<file path="src/rtl/multicycle_ctrl.sv">
// Multi-cycle MIPS control sequencer: drives the shared ALU/memory datapath phase by phase.
// Optional trap on unsupported opcodes is enabled by defining MULTICYCLE_CTRL_TRAP_EN.
module multicycle_ctrl (
   input  logic       clk_i,
   input  logic       rst_i,
   input  logic [5:0] opcode_i,
   input  logic [5:0] funct_i,
   input  logic       zero_i,
   input  logic       mem_ready_i,
   output logic       mem_read_o,
   output logic       mem_write_o,
   output logic       i_or_d_o,
   output logic       ir_write_o,
   output logic       pc_write_o,
   output logic [1:0] pc_source_o,
   output logic       alu_src_a_o,
   output logic [1:0] alu_src_b_o,
   output logic [2:0] alu_op_o,
   output logic       reg_write_o,
   output logic [1:0] reg_dst_o,
   output logic [1:0] mem_to_reg_o,
   output logic       retire_o,
   output logic [3:0] state_o,
   output logic       illegal_o
);

   typedef enum logic [3:0] {
      FETCH    = 4'd0,
      DECODE   = 4'd1,
      MEM_ADDR = 4'd2,
      MEM_RD   = 4'd3,
      MEM_WB   = 4'd4,
      MEM_WR   = 4'd5,
      R_EXEC   = 4'd6,
      R_WB     = 4'd7,
      BRANCH   = 4'd8,
      JUMP     = 4'd9,
      I_EXEC   = 4'd10,
      I_WB     = 4'd11,
      JR       = 4'd12,
      TRAP     = 4'd13
   } state_t;

   localparam logic [5:0] OP_RTYPE = 6'h00;
   localparam logic [5:0] OP_J     = 6'h02;
   localparam logic [5:0] OP_JAL   = 6'h03;
   localparam logic [5:0] OP_BEQ   = 6'h04;
   localparam logic [5:0] OP_BNE   = 6'h05;
   localparam logic [5:0] OP_ADDI  = 6'h08;
   localparam logic [5:0] OP_LW    = 6'h23;
   localparam logic [5:0] OP_SW    = 6'h2B;
   localparam logic [5:0] FN_JR    = 6'h08;

   state_t state_q, state_d;
`ifdef MULTICYCLE_CTRL_TRAP_EN
   logic illegal_c;
`endif

   always_ff @(posedge clk_i) begin
      if (rst_i) state_q <= FETCH;
      else       state_q <= state_d;
   end

   always_comb begin
      state_d      = state_q;
      mem_read_o   = 1'b0;
      mem_write_o  = 1'b0;
      i_or_d_o     = 1'b0;
      ir_write_o   = 1'b0;
      pc_write_o   = 1'b0;
      pc_source_o  = 2'b00;
      alu_src_a_o  = 1'b0;
      alu_src_b_o  = 2'b00;
      alu_op_o     = 3'b000;
      reg_write_o  = 1'b0;
      reg_dst_o    = 2'b00;
      mem_to_reg_o = 2'b00;
      retire_o     = 1'b0;
`ifdef MULTICYCLE_CTRL_TRAP_EN
      illegal_c    = 1'b0;
`endif
      case (state_q)
         FETCH: begin
            mem_read_o  = 1'b1;
            alu_src_b_o = 2'b01;
            if (mem_ready_i) begin
               ir_write_o = 1'b1;
               pc_write_o = 1'b1;
               state_d    = DECODE;
            end
         end
         DECODE: begin
            // Speculatively compute the branch target into ALUOut.
            alu_src_b_o = 2'b11;
            case (opcode_i)
               OP_LW, OP_SW:   state_d = MEM_ADDR;
               OP_RTYPE:       state_d = (funct_i == FN_JR) ? JR : R_EXEC;
               OP_BEQ, OP_BNE: state_d = BRANCH;
               OP_J, OP_JAL:   state_d = JUMP;
               OP_ADDI:        state_d = I_EXEC;
               default: begin
`ifdef MULTICYCLE_CTRL_TRAP_EN
                  state_d = TRAP;
`else
                  state_d  = FETCH;
                  retire_o = 1'b1;
`endif
               end
            endcase
         end
         MEM_ADDR: begin
            alu_src_a_o = 1'b1;
            alu_src_b_o = 2'b10;
            state_d     = (opcode_i == OP_SW) ? MEM_WR : MEM_RD;
         end
         MEM_RD: begin
            mem_read_o = 1'b1;
            i_or_d_o   = 1'b1;
            if (mem_ready_i) state_d = MEM_WB;
         end
         MEM_WB: begin
            reg_write_o  = 1'b1;
            mem_to_reg_o = 2'b01;
            retire_o     = 1'b1;
            state_d      = FETCH;
         end
         MEM_WR: begin
            mem_write_o = 1'b1;
            i_or_d_o    = 1'b1;
            if (mem_ready_i) begin
               retire_o = 1'b1;
               state_d  = FETCH;
            end
         end
         R_EXEC: begin
            alu_src_a_o = 1'b1;
            alu_op_o    = 3'b010;
            state_d     = R_WB;
         end
         R_WB: begin
            reg_write_o = 1'b1;
            reg_dst_o   = 2'b01;
            retire_o    = 1'b1;
            state_d     = FETCH;
         end
         BRANCH: begin
            alu_src_a_o = 1'b1;
            alu_op_o    = 3'b001;
            pc_source_o = 2'b01;
            pc_write_o  = (opcode_i == OP_BNE) ? ~zero_i : zero_i;
            retire_o    = 1'b1;
            state_d     = FETCH;
         end
         JUMP: begin
            pc_write_o  = 1'b1;
            pc_source_o = 2'b10;
            if (opcode_i == OP_JAL) begin
               reg_write_o  = 1'b1;
               reg_dst_o    = 2'b10;
               mem_to_reg_o = 2'b10;
            end
            retire_o = 1'b1;
            state_d  = FETCH;
         end
         I_EXEC: begin
            alu_src_a_o = 1'b1;
            alu_src_b_o = 2'b10;
            state_d     = I_WB;
         end
         I_WB: begin
            reg_write_o = 1'b1;
            retire_o    = 1'b1;
            state_d     = FETCH;
         end
         JR: begin
            pc_write_o  = 1'b1;
            pc_source_o = 2'b11;
            retire_o    = 1'b1;
            state_d     = FETCH;
         end
`ifdef MULTICYCLE_CTRL_TRAP_EN
         TRAP: begin
            illegal_c = 1'b1;
            state_d   = TRAP;
         end
`endif
         default: state_d = FETCH;
      endcase
      // Reset overrides every output so no write enable can fire in the reset cycle.
      if (rst_i) begin
         mem_read_o   = 1'b0;
         mem_write_o  = 1'b0;
         i_or_d_o     = 1'b0;
         ir_write_o   = 1'b0;
         pc_write_o   = 1'b0;
         pc_source_o  = 2'b00;
         alu_src_a_o  = 1'b0;
         alu_src_b_o  = 2'b00;
         alu_op_o     = 3'b000;
         reg_write_o  = 1'b0;
         reg_dst_o    = 2'b00;
         mem_to_reg_o = 2'b00;
         retire_o     = 1'b0;
`ifdef MULTICYCLE_CTRL_TRAP_EN
         illegal_c    = 1'b0;
`endif
      end
   end

   assign state_o = rst_i ? 4'd0 : state_q;
`ifdef MULTICYCLE_CTRL_TRAP_EN
   assign illegal_o = illegal_c;
`else
   assign illegal_o = 1'b0;
`endif

endmodule

</file>
<file path="config.mk">
export PLATFORM = sky130hd
export DESIGN_NAME = multicycle_ctrl
export DESIGN_NICKNAME = d
export VERILOG_FILES = /design/src/rtl/multicycle_ctrl.sv
export SDC_FILE = /design/constraint.sdc
export NUM_CORES = 1
export LEC_CHECK = 0
export ABC_AREA = 1
export ABC_CLOCK_PERIOD_IN_PS = 1850
export BUFFER_PORTS_ARGS = -buffer_cell sky130_fd_sc_hd__clkbuf_2
export CORE_MARGIN = 2
export CORE_UTILIZATION = 44
export DETAILED_ROUTE_END_ITERATION = 6
export GPL_ROUTABILITY_DRIVEN = 0
export GPL_TIMING_DRIVEN = 0
export PLACE_DENSITY = 0.79
export SYNTH_ARGS = -nofsm -noshare
export SYNTH_HDL_FRONTEND = slang
export SYNTH_SLANG_ARGS = --single-unit
export TNS_END_PERCENT = 1
</file>
<file path="constraint.sdc">
create_clock -name clk_i -period 1.85 [get_ports clk_i]
set_input_delay 0.2775 -clock clk_i [delete_from_list [all_inputs] [get_ports clk_i]]
set_output_delay 0.2775 -clock clk_i [all_outputs]
set_load 0.05 [all_outputs]
</file>
# --- After elaboration in Yosys (flattened, before gate mapping) ---
# Cells that the tools add are included.
totals:
  inputBits: 16
  wordCells: 78
  output_inout_bits: 24
  register_bits: 4
classes:
  reduce_logical: 14
  eq_ne: 23
  muxes: 39
  n_bitwise: 1
ops:
  columns: ["cell", "n"]
  rows:
  - ["$pmux W4 S7", 1]
  - ["$eq A4 B4 Y1 const B", 5]
  - ["$mux W4", 5]
  - ["$pmux W4 S5", 1]
  - ["$mux W1", 17]
  - ["$eq A4 B3 Y1 const B", 4]
  - ["$reduce_or A2 Y1", 7]
  - ["$eq A6 B2 Y1 const B", 2]
  - ["$eq A6 B3 Y1 const B", 2]
  - ["$eq A6 B4 Y1 const B", 2]
  - ["$eq A6 B6 Y1 const B", 2]
  - ["$pmux W2 S2", 3]
  - ["$pmux W2 S3", 2]
  - ["$mux W2", 5]
  - ["$eq A4 B2 Y1 const B", 2]
  - ["$reduce_or A8 Y1", 1]
  - ["$logic_not A6 Y1", 1]
  - ["$mux W3", 2]
  - ["$ne A2 B2 Y1 const B", 3]
  - ["$pmux W1 S3", 2]
  - ["$reduce_or A6 Y1", 1]
  - ["$eq A4 B1 Y1 const B", 1]
  - ["$logic_not A4 Y1", 1]
  - ["$reduce_or A4 Y1", 1]
  - ["other kinds (4)", 4]

# --- Logic depth before layout (Yosys ltp) ---
# Gate-level depths: netlist (run 1).
depth:
  ltp_word: 5
  ltp_mapped: 9
  ltp_nobuf: 9

# --- Worst setup path before layout (run 1) ---
# No wires, ideal clock.
synth_path:
  kind: "register to output"
  start: "register state_q[0]"
  end: "output reg_dst_o[0]"
  required_ns: 1.572
  setup_slack_ns: -0.487
  arrival_ns: 2.059
  path_buffers: 0
  path_stages_with_launch: 3
  cell_sequence: "dfxtp_1 -> nand2_2 -> nor4_1"
synth_between:
  elab_chain_len: 3
  word_cells_on_any_way: 4
  classes_between: "eq/ne: 2; mux: 2"
synth_lines:
  columns: ["item", "line", "text"]
  rows:
  - ["start: declaration", "54", "state_t state_q, state_d;"]
  - ["start signal: assignment", "61", "else state_q <= state_d;"]
  - ["$eq A4 B4 Y1 / $eq A4 B3 Y1 (equally long branches)", "82", "case (state_q)"]
  - ["$pmux W2 S2 (*)", "82", null]
  - ["$mux W2 (*)", "190", "if (rst_i) begin"]
  - ["end: declaration", "20", "output logic [1:0] reg_dst_o,"]
# Every way passes the cells marked *; elsewhere a longest branch is shown, timed or not.

# --- Worst setup path after layout (run 1) ---
layout_path:
  start: "register state_q[2]"
  end: "output reg_write_o"
layout_between:
  elab_chain_len: 4
  word_cells_on_any_way: 7
  classes_between: "eq/ne: 4; mux: 2; reduce/logical: 1"
layout_lines:
  columns: ["item", "line", "text"]
  rows:
  - ["$eq A4 B4 Y1 / $eq A4 B3 Y1 (equally long branches)", "82", null]
  - ["$reduce_or A3 Y1 (no source line)", null, null]
  - ["$pmux W1 S2 (*)", "82", null]
  - ["$mux W1 (*)", "190", null]
  - ["end: declaration", "19", "output logic reg_write_o,"]
# Marks and branches as above.

==> metrics.csv, run 1 <==
metric,value,unit
status,"finished, final reports clean",
# DRC,0,
Filler cells,126,
worst setup path startpoint,state_q[2]$_SDFFE_PP0P_,
share of cells above drive strength 1,42.2,%
DIE WIDTH,45.4,um
CP most frequent cell,inv_2,
dpl cell area,971,um^2
first-pass GRT wire length,3.39,mm
post-route minimum period,1.84,ns
Iter 0 DRT Violations,38,
Post-Syn Area,756,um^2
Crit-path slowest cell,dfxtp_2,
Hold Path Class,in2reg,
PD cells,454,mW/mm^2
Routed wire per std cell,11.0,um
Detail Route Antenna Nets,0,
"Critical Path, Cell by Cell","inv_2, nand2_1, nor2_4, inv_2, nor4_4, o21bai_1, clkbuf_8",
biggest regs,state_q: 4 flops,
DRT Pass-1 Iters,4,
crit path launch type,register,
clock-pin slew on the worst setup and hold paths,0.04,ns
Util after Layout,71.2,%
worst rel slew slack,61.8,%
CP arrival,1.57,ns
Synth-to-Final Area Change,46.9,%
core box area,0.00156,mm^2
vias in the first global route,871,
diode count,0,
post-synthesis sequential area ratio,10.6,%
DR vias/cell,5.10,
Yosys cell types,25,
GRT Total Usage,21.9,%
# hold bufs at CTS,0,
Synth Flop Type,dfxtp_1,
clk sink count,4,
largest net degree at the start of global routing,11,
H-Tree Depth,1,
RSZ-0062 raised after global routing,true,
Total Nets Final,203,
Final WS setup,0.00732,ns
routing usage on met3,1.19,%
Root Driver,clkbuf_4,
"Hold Vio Cnt, Final",0,
DIE AREA,0.00207,mm^2
largest area contributor in the netlist,nand2_1,
"Buf+Inv Stages, Crit Path",3,
IO Pins,40,
final slew viol count,0,
Post-Layout Inst Area,0.00111,mm^2
peak supply drop,0.465,mV
initial core utilization,48.5,%
reg2reg setup slack,0.53,ns
Yosys top cell area share,16.9,%
clk_skew,0.00191,ns
Yosys Warn Count,0,
Crit. path cell count,7,
synthesized area per cell,5.48,um^2
Reg2Reg Capture Point,state_q[2]$_SDFFE_PP0P_,
CTS tree,yes,
DIE HEIGHT,45.4,um
Vias,1026,
Post-synth EDFFs,0,
"most common cell after layout, fill and taps aside",nand2_1,
post-DP HPWL,1.68,mm
crit path capture,reg_write_o,
path depth of the worst reg2reg path,7,
Top reg by flops,state_q,
met1 usage,27.0,%
"FFs w/ async S/R, synth",0,%
hold_ws,0.381,ns
CP Capture Type,primary output,
Clock Latency Late Sink,0.23,ns
WS Path Type,reg2out,
maxcap violations,0,
P_leak,0.607,nW
Num CTS Buffers,3,
cell family with most CP delay,simple AND/OR/NAND/NOR gates,
worst-margin pin slew,0.572,ns
GRT busiest layer,met2,
remaining global-route overflow,0,
Tcrit/Tclk final,99.6,%
final setup fails,0,
# rows,14,
most frequent cells in the layout,"nand2_1, clkbuf_2, nor2_1, inv_1, nand3_1",
met2 Resource Use GR,40.3,%
"Max FO, Critical Path",5,
reg2reg start,state_q[3]$_SDFFE_PP0P_,
Post-Syn Instances,138,
dpl ws,0.0362,ns
PortBufs,37,
max FFs per register,4,
Critical Path RT,1.57,ns
Fmax achieved,543,MHz
"flops & latches, synth",4,
clk buf depth,2,
drt total wl,2.21,mm
Worst path max stage delay,0.33,ns
"top cells by area, synth","nand2_1, nor2_1, dfxtp_1, inv_1, nand3_1",
antenna violations before repair,0,
## final cells by class
cell class                      instances  area [um^2]  area share, %
Inverter                               22         85.1           7.67
Buffer                                  5         30.0           2.71
Clock buffer                            3         22.5           2.03
Tap cell                               16         20.0           1.80
Multi-Input combinational cell        108          599           54.0
Sequential cell                         4         87.6           7.89
Timing Repair Buffer                   43          265           23.9
## synthesized netlist by cell type, drive strengths merged, types with 3 or more instances
cell type  number
nand2          41
nor2           31
inv            20
nand3          11
a21oi           9
dfxtp           4
buf             3
nand3b          3
nor4            3
## per-stage QoR
step,TNS (ns),cells,power [mW]
2_1_floorplan,-1.24,139,0.312
3_3_place_gp,0,192,0.370
3_5_place_dp,0,192,0.374
4_1_cts,0,197,0.495
5_1_grt,-0.199,201,0.539
6_report,0,201,0.504
## layer usage
layer | wire length, um | share of wire (%) | up-vias
met2 | 1130 | 51 | 57
li1 | - | - | 522
met4 | 17 | 0.77 | 0
met1 | 914 | 41 | 445
met3 | 151 | 6.8 | 2
met5 | 0 | 0 | -
## power by group
group	leakage, nW	switching (mW)	internal [mW]
Combinational	0.559	0.197	0.0939
Sequential	0.0346	0.0169	0.0925
Clock	0.0138	0.0310	0.0722
## how the worst min path moves through the flow
stage | to | from | cells after the start
after global placement | state_q[2]$_SDFFE_PP0P_ | mem_ready_i | 4
after global routing | state_q[2]$_SDFFE_PP0P_ | mem_ready_i | 4
after detailed placement | state_q[2]$_SDFFE_PP0P_ | mem_ready_i | 4
after CTS | state_q[2]$_SDFFE_PP0P_ | mem_ready_i | 4
after floorplan | state_q[0]$_SDFFE_PP0P_ | mem_ready_i | 3
final | state_q[2]$_SDFFE_PP0P_ | mem_ready_i | 4
## kinds of logic (layout without fill, tap and decap cells)
logic type,count (synthesis),after routing,share of synthesized area (%)
other,1,2,0.496
flip-flops,4,4,10.6
buffers and inverters,27,73,14.9
AND/OR/NAND/NOR,93,93,61.6
AO/OA/AOI/OAI,13,13,12.4
## worst reg2reg max path, stage by stage (launching register included)
cell and delay [ns]:
dfxtp_4 0.37, nor2_4 0.19, buf_4 0.15, nand2_2 0.09
a31oi_4 0.25, nor2_2 0.06, nand2_1 0.07, nand2_1 0.05
## repair_timing
action	in CTS	in global routing
endpoints found under the hold margin	0	0
pin swaps	1	7
setup buffers	2	4
setup endpoints to repair	6	4
resized for setup	14	10
(Power assumes the default switching activity.)
==> run 2: changes to the inputs <==
- MAX_ROUTING_LAYER: unset -> met4
==> run 2 against run 1 <==
  * Die area unchanged
  * Register-to-register slack about the same
  * Clock skew about the same
  * First-iteration DRC count down 21%
  * Utilization unchanged
  * Final area unchanged
  * Critical path type unchanged
  * Critical endpoint unchanged
  * Largest power group unchanged
==> metrics.csv, run 2 (same netlist as run 1, synthesis figures left out) <==
metric,value,unit
status,"finished, final reports clean",
Tcrit/Tclk final,99.9,%
Critical Path RT,1.57,ns
most frequent cells in the layout,"nand2_1, clkbuf_2, nor2_1, inv_1, nand3_1",
drt total wl,2.20,mm
Fmax achieved,541,MHz
Routed wire per std cell,10.9,um
DR vias/cell,5.04,
CP arrival,1.57,ns
Iter 0 DRT Violations,30,
Num CTS Buffers,3,
PortBufs,37,
vias in the first global route,868,
DIE WIDTH,45.4,um
PD cells,454,mW/mm^2
Hold Path Class,in2reg,
DRT Pass-1 Iters,5,
diode count,0,
WS Path Type,reg2out,
H-Tree Depth,1,
CP Capture Type,primary output,
antenna violations before repair,0,
Synth-to-Final Area Change,46.9,%
Util after Layout,71.2,%
clock-pin slew on the worst setup and hold paths,0.04,ns
RSZ-0062 raised after global routing,true,
switching power,0.245,mW
Sw Ratio,48.6,%
initial core utilization,48.5,%
first-pass GRT wire length,3.38,mm
Total Nets Final,203,
DIE HEIGHT,45.4,um
P_leak,0.607,nW
Combinational Power Share,57.7,%
share of cells above drive strength 1,42.2,%
worst setup path startpoint,state_q[2]$_SDFFE_PP0P_,
"most common cell after layout, fill and taps aside",nand2_1,
peak supply drop,0.466,mV
worst rel slew slack,63.9,%
GRT Total Usage,22.6,%
Tot Pwr,0.503,mW
largest net degree at the start of global routing,11,
final setup fails,0,
worst-margin pin slew,0.542,ns
Clock Latency Late Sink,0.23,ns
reg2reg start,state_q[3]$_SDFFE_PP0P_,
"Max FO, Critical Path",5,
crit path launch type,register,
Detail Route Antenna Nets,0,
DIE AREA,0.00207,mm^2
core box area,0.00156,mm^2
clk_skew,0.00168,ns
# rows,14,
biggest regs,state_q: 4 flops,
Root Driver,clkbuf_4,
max FFs per register,4,
clk buf depth,2,
maxcap violations,0,
IO Pins,40,
clk sink count,4,
"Hold Vio Cnt, Final",0,
final slew viol count,0,
# DRC,0,
post-DP HPWL,1.68,mm
Internal,0.259,mW
clock share of power,20.5,%
post-route minimum period,1.85,ns
Vias,1014,
Top reg by flops,state_q,
sequential share of power,21.7,%
# hold bufs at CTS,0,
hold path startpoint,mem_ready_i,
remaining global-route overflow,0,
CTS tree,yes,
## run 2: cell counts in the layout (fill, tap and decap cells not counted)
No cell type changed its count.
## run 2: worst paths after layout
| path | to | slack [ns] | depth (start not counted) |
|---|---|---|---|
| min | state_q[2]$_SDFFE_PP0P_ | 0.38 | 4 |
| min reg2reg | state_q[0]$_SDFFE_PP0P_ | 0.64 | 4 |
| max reg2reg | state_q[0]$_SDFFE_PP0P_ | 0.53 | 7 |
| max | reg_write_o | 0.002 | 7 |
## run 2: final cells by class
cell class                      count  area, um^2
Inverter                           22        85.1
Tap cell                           16        20.0
Buffer                              5        30.0
Multi-Input combinational cell    108         599
Timing Repair Buffer               43         265
Fill cell                         126         449
Clock buffer                        3        22.5
Sequential cell                     4        87.6
## run 2: through the flow
step / worst slack (ns) / hold WS [ns] / area [um^2] / setup TNS (ns) / std cells
after floorplan: -0.408 / 0.434 / 766 / -1.24 / 139
after global placement: 0.0769 / 0.613 / 971 / 0 / 192
after detailed placement: 0.0362 / 0.618 / 971 / 0 / 192
after CTS: 0.00690 / 0.369 / 1050 / 0 / 197
after global routing: -0.0684 / 0.404 / 1110 / -0.199 / 201
final: 0.00199 / 0.379 / 1110 / 0 / 201
## run 2: repair_timing
action	4_1_cts	5_1_grt
setup buffers	2	4
pin swaps	1	7
gates resized for setup	14	10
endpoints found under the hold margin	0	0
setup endpoints to repair	6	4
## run 2: power by group through the flow
stage               logic [mW]  registers (mW)  clock network, mW
detailed placement       0.264           0.110                  0
CTS                      0.276           0.110              0.109
floorplan                0.204           0.108                  0
global route             0.311           0.110              0.118
finish                   0.291           0.109              0.103
global placement         0.260           0.109                  0
## run 2: critical path, cell delays in order (launching register included)
cell and delay, ns:
dfxtp_2 0.33, inv_2 0.13, nand2_1 0.13, nor2_4 0.15
inv_2 0.06, nor4_4 0.17, o21bai_1 0.16, clkbuf_8 0.21
## run 2: per-layer routing
metal	vias up	wire length [um]	part of all wire (%)	GRT usage (%)
li1	523	-	-	-
met1	444	889	40	27.0
met2	45	1140	52	40.3
met3	2	146	6.6	1.19
met4	0	17	0.77	6.47
met5	-	0	0	-
==> run 3: changes to the inputs <==
- SETUP_SLACK_MARGIN: unset -> 0.05
==> run 3 against run 2 <==
  * Wire length increased by 1.9%
  * Sequential cell count did not move
  * The flow now finishes with violations (setup timing)
  * Largest cell class unchanged
  * Total power increased by 1.1%
  * Global-route usage up 0.59 points
==> metrics.csv, run 3 (same netlist as run 1, synthesis figures left out) <==
metric,value,unit
status,"finished, violations left",
failing checks,setup timing,
maxcap violations,0,
remaining global-route overflow,0,
DRT Pass-1 Iters,4,
PD cells,457,mW/mm^2
sequential share of power,21.5,%
Reg2Reg Capture Point,state_q[0]$_SDFFE_PP0P_,
diode count,0,
initial core utilization,48.5,%
highest routed layer,met4,
most frequent cells in the layout,"nand2_1, clkbuf_2, nor2_1, inv_1",
hold path startpoint,mem_ready_i,
"Buf+Inv Stages, Crit Path",3,
drt total wl,2.24,mm
crit path launch type,register,
Root Driver,clkbuf_4,
CP arrival,1.58,ns
antenna violations before repair,0,
# placed instances,192,
P_leak,0.607,nW
"Max FO, Critical Path",5,
peak supply drop,0.465,mV
DR vias/cell,5.18,
switching power,0.245,mW
GRT Total Usage,23.2,%
Vias,1042,
largest net degree at the start of global routing,11,
DIE WIDTH,45.4,um
worst-margin pin slew,0.556,ns
# rows,14,
Synth-to-Final Area Change,47.5,%
WHS Endpoint,state_q[2]$_SDFFE_PP0P_,
dpl ws,0.0362,ns
metal3 WL,141,um
H-Tree Depth,1,
WHS Path Cells,4,
Top reg by flops,state_q,
Clock Latency Late Sink,0.23,ns
cell family with most CP delay,simple AND/OR/NAND/NOR gates,
DIE HEIGHT,45.4,um
PortBufs,37,
Sw Ratio,48.1,%
vias in the first global route,896,
CP Capture Type,primary output,
Num CTS Buffers,3,
Crit-path slowest cell,dfxtp_2,
# hold bufs at CTS,0,
final slew viol count,0,
Final TNS setup,-0.00808,ns
reg2reg start,state_q[3]$_SDFFE_PP0P_,
CTS tree,yes,
worst rel slew slack,62.9,%
RSZ-0062 raised after global routing,true,
clock-pin slew on the worst setup and hold paths,0.04,ns
DR WL met2,1.15,mm
WS Path Type,reg2out,
CP most frequent cell,inv_2,
max FFs per register,4,
Routed wire per std cell,11.1,um
clk_skew,0.00183,ns
Internal,0.264,mW
clk buf depth,2,
final setup fails,1,
clock share of power,20.3,%
Combinational Power Share,58.3,%
Util after Layout,71.5,%
reg2reg setup slack,0.43,ns
Final WS setup,-0.00808,ns
post-route minimum period,1.86,ns
Worst path max stage delay,0.33,ns
Crit. path cell count,7,
IO Pins,40,
M1 WL,914,um
DIE AREA,0.00207,mm^2
path depth of the worst reg2reg path,8,
clk sink count,4,
"Cell Count, Final, Fillers Out",201,
"Hold Vio Cnt, Final",0,
Total Nets Final,203,
Hold Path Class,in2reg,
first-pass GRT wire length,3.48,mm
Critical Path RT,1.57,ns
biggest regs,state_q: 4 flops,
Iter 0 DRT Violations,42,
Detail Route Antenna Nets,0,
"most common cell after layout, fill and taps aside",nand2_1,
"Critical Path, Cell by Cell","inv_2, nand2_1, nor2_4, inv_2, nor4_4, o21bai_1, clkbuf_8",
Tcrit/Tclk final,100,%
share of cells above drive strength 1,42.2,%
Fmax achieved,538,MHz
# DRC,0,
post-DP HPWL,1.68,mm
core box area,0.00156,mm^2
run 3: changes by cell type in the layout (fill, tap and decap cells not counted):
cell,before,now
clkbuf_2,32,29
buf_4,9,11
buf_2,1,2
run 3: worst min-delay path: stages:
cell and delay, ns:
clkbuf_2 0.13, a31oi_4 0.06, nand2_1 0.05, nand2_1 0.04
run 3: metrics by stage:
step | cell area, um^2 | hold slack (ns) | total power [mW]
after global routing | 1110 | 0.404 | 0.545
after global placement | 971 | 0.613 | 0.370
after detailed placement | 971 | 0.618 | 0.374
after CTS | 1070 | 0.369 | 0.490
after floorplan | 766 | 0.434 | 0.312
final | 1110 | 0.378 | 0.509
run 3: metal layers:
layer	vias to the layer above	track usage, %
met2	52	41.7
met1	464	26.7
met3	4	1.59
li1	522	-
met4	0	7.65
met5	-	-
run 3: timing repair:
item | in CTS | in global routing
buffers inserted | 4 | 2
endpoints found under the hold margin | 0 | 0
setup endpoints to repair | 8 | 9
gates resized for setup | 16 | 15
pin swaps | 4 | 6
run 3: layout make-up:
cell class                      instances  area (um^2)
Buffer                                  5         30.0
Clock buffer                            3         22.5
Fill cell                             123          444
Inverter                               22         85.1
Multi-Input combinational cell        108          599
Sequential cell                         4         87.6
Tap cell                               16         20.0
Timing Repair Buffer                   43          270
run 3: worst max-delay path by stage:
stage	start	to	slack, ns
after CTS	state_q[3]$_SDFFE_PP0P_	pc_write_o	0.02
after global placement	state_q[3]$_SDFFE_PP0P_	retire_o	0.08
after floorplan	state_q[0]$_SDFFE_PP0P_	pc_source_o[0]	-0.41
after detailed placement	state_q[0]$_SDFFE_PP0P_	reg_write_o	0.04
after global routing	state_q[2]$_SDFFE_PP0P_	reg_write_o	-0.06
final	state_q[2]$_SDFFE_PP0P_	reg_write_o	-0.008
run 3: power groups by stage:
stage	logic, mW	clock network [mW]	registers (mW)
after floorplan	0.204	0	0.108
after detailed placement	0.264	0	0.110
after global placement	0.260	0	0.109
after global routing	0.317	0.118	0.110
after CTS	0.273	0.109	0.109
final	0.297	0.103	0.109
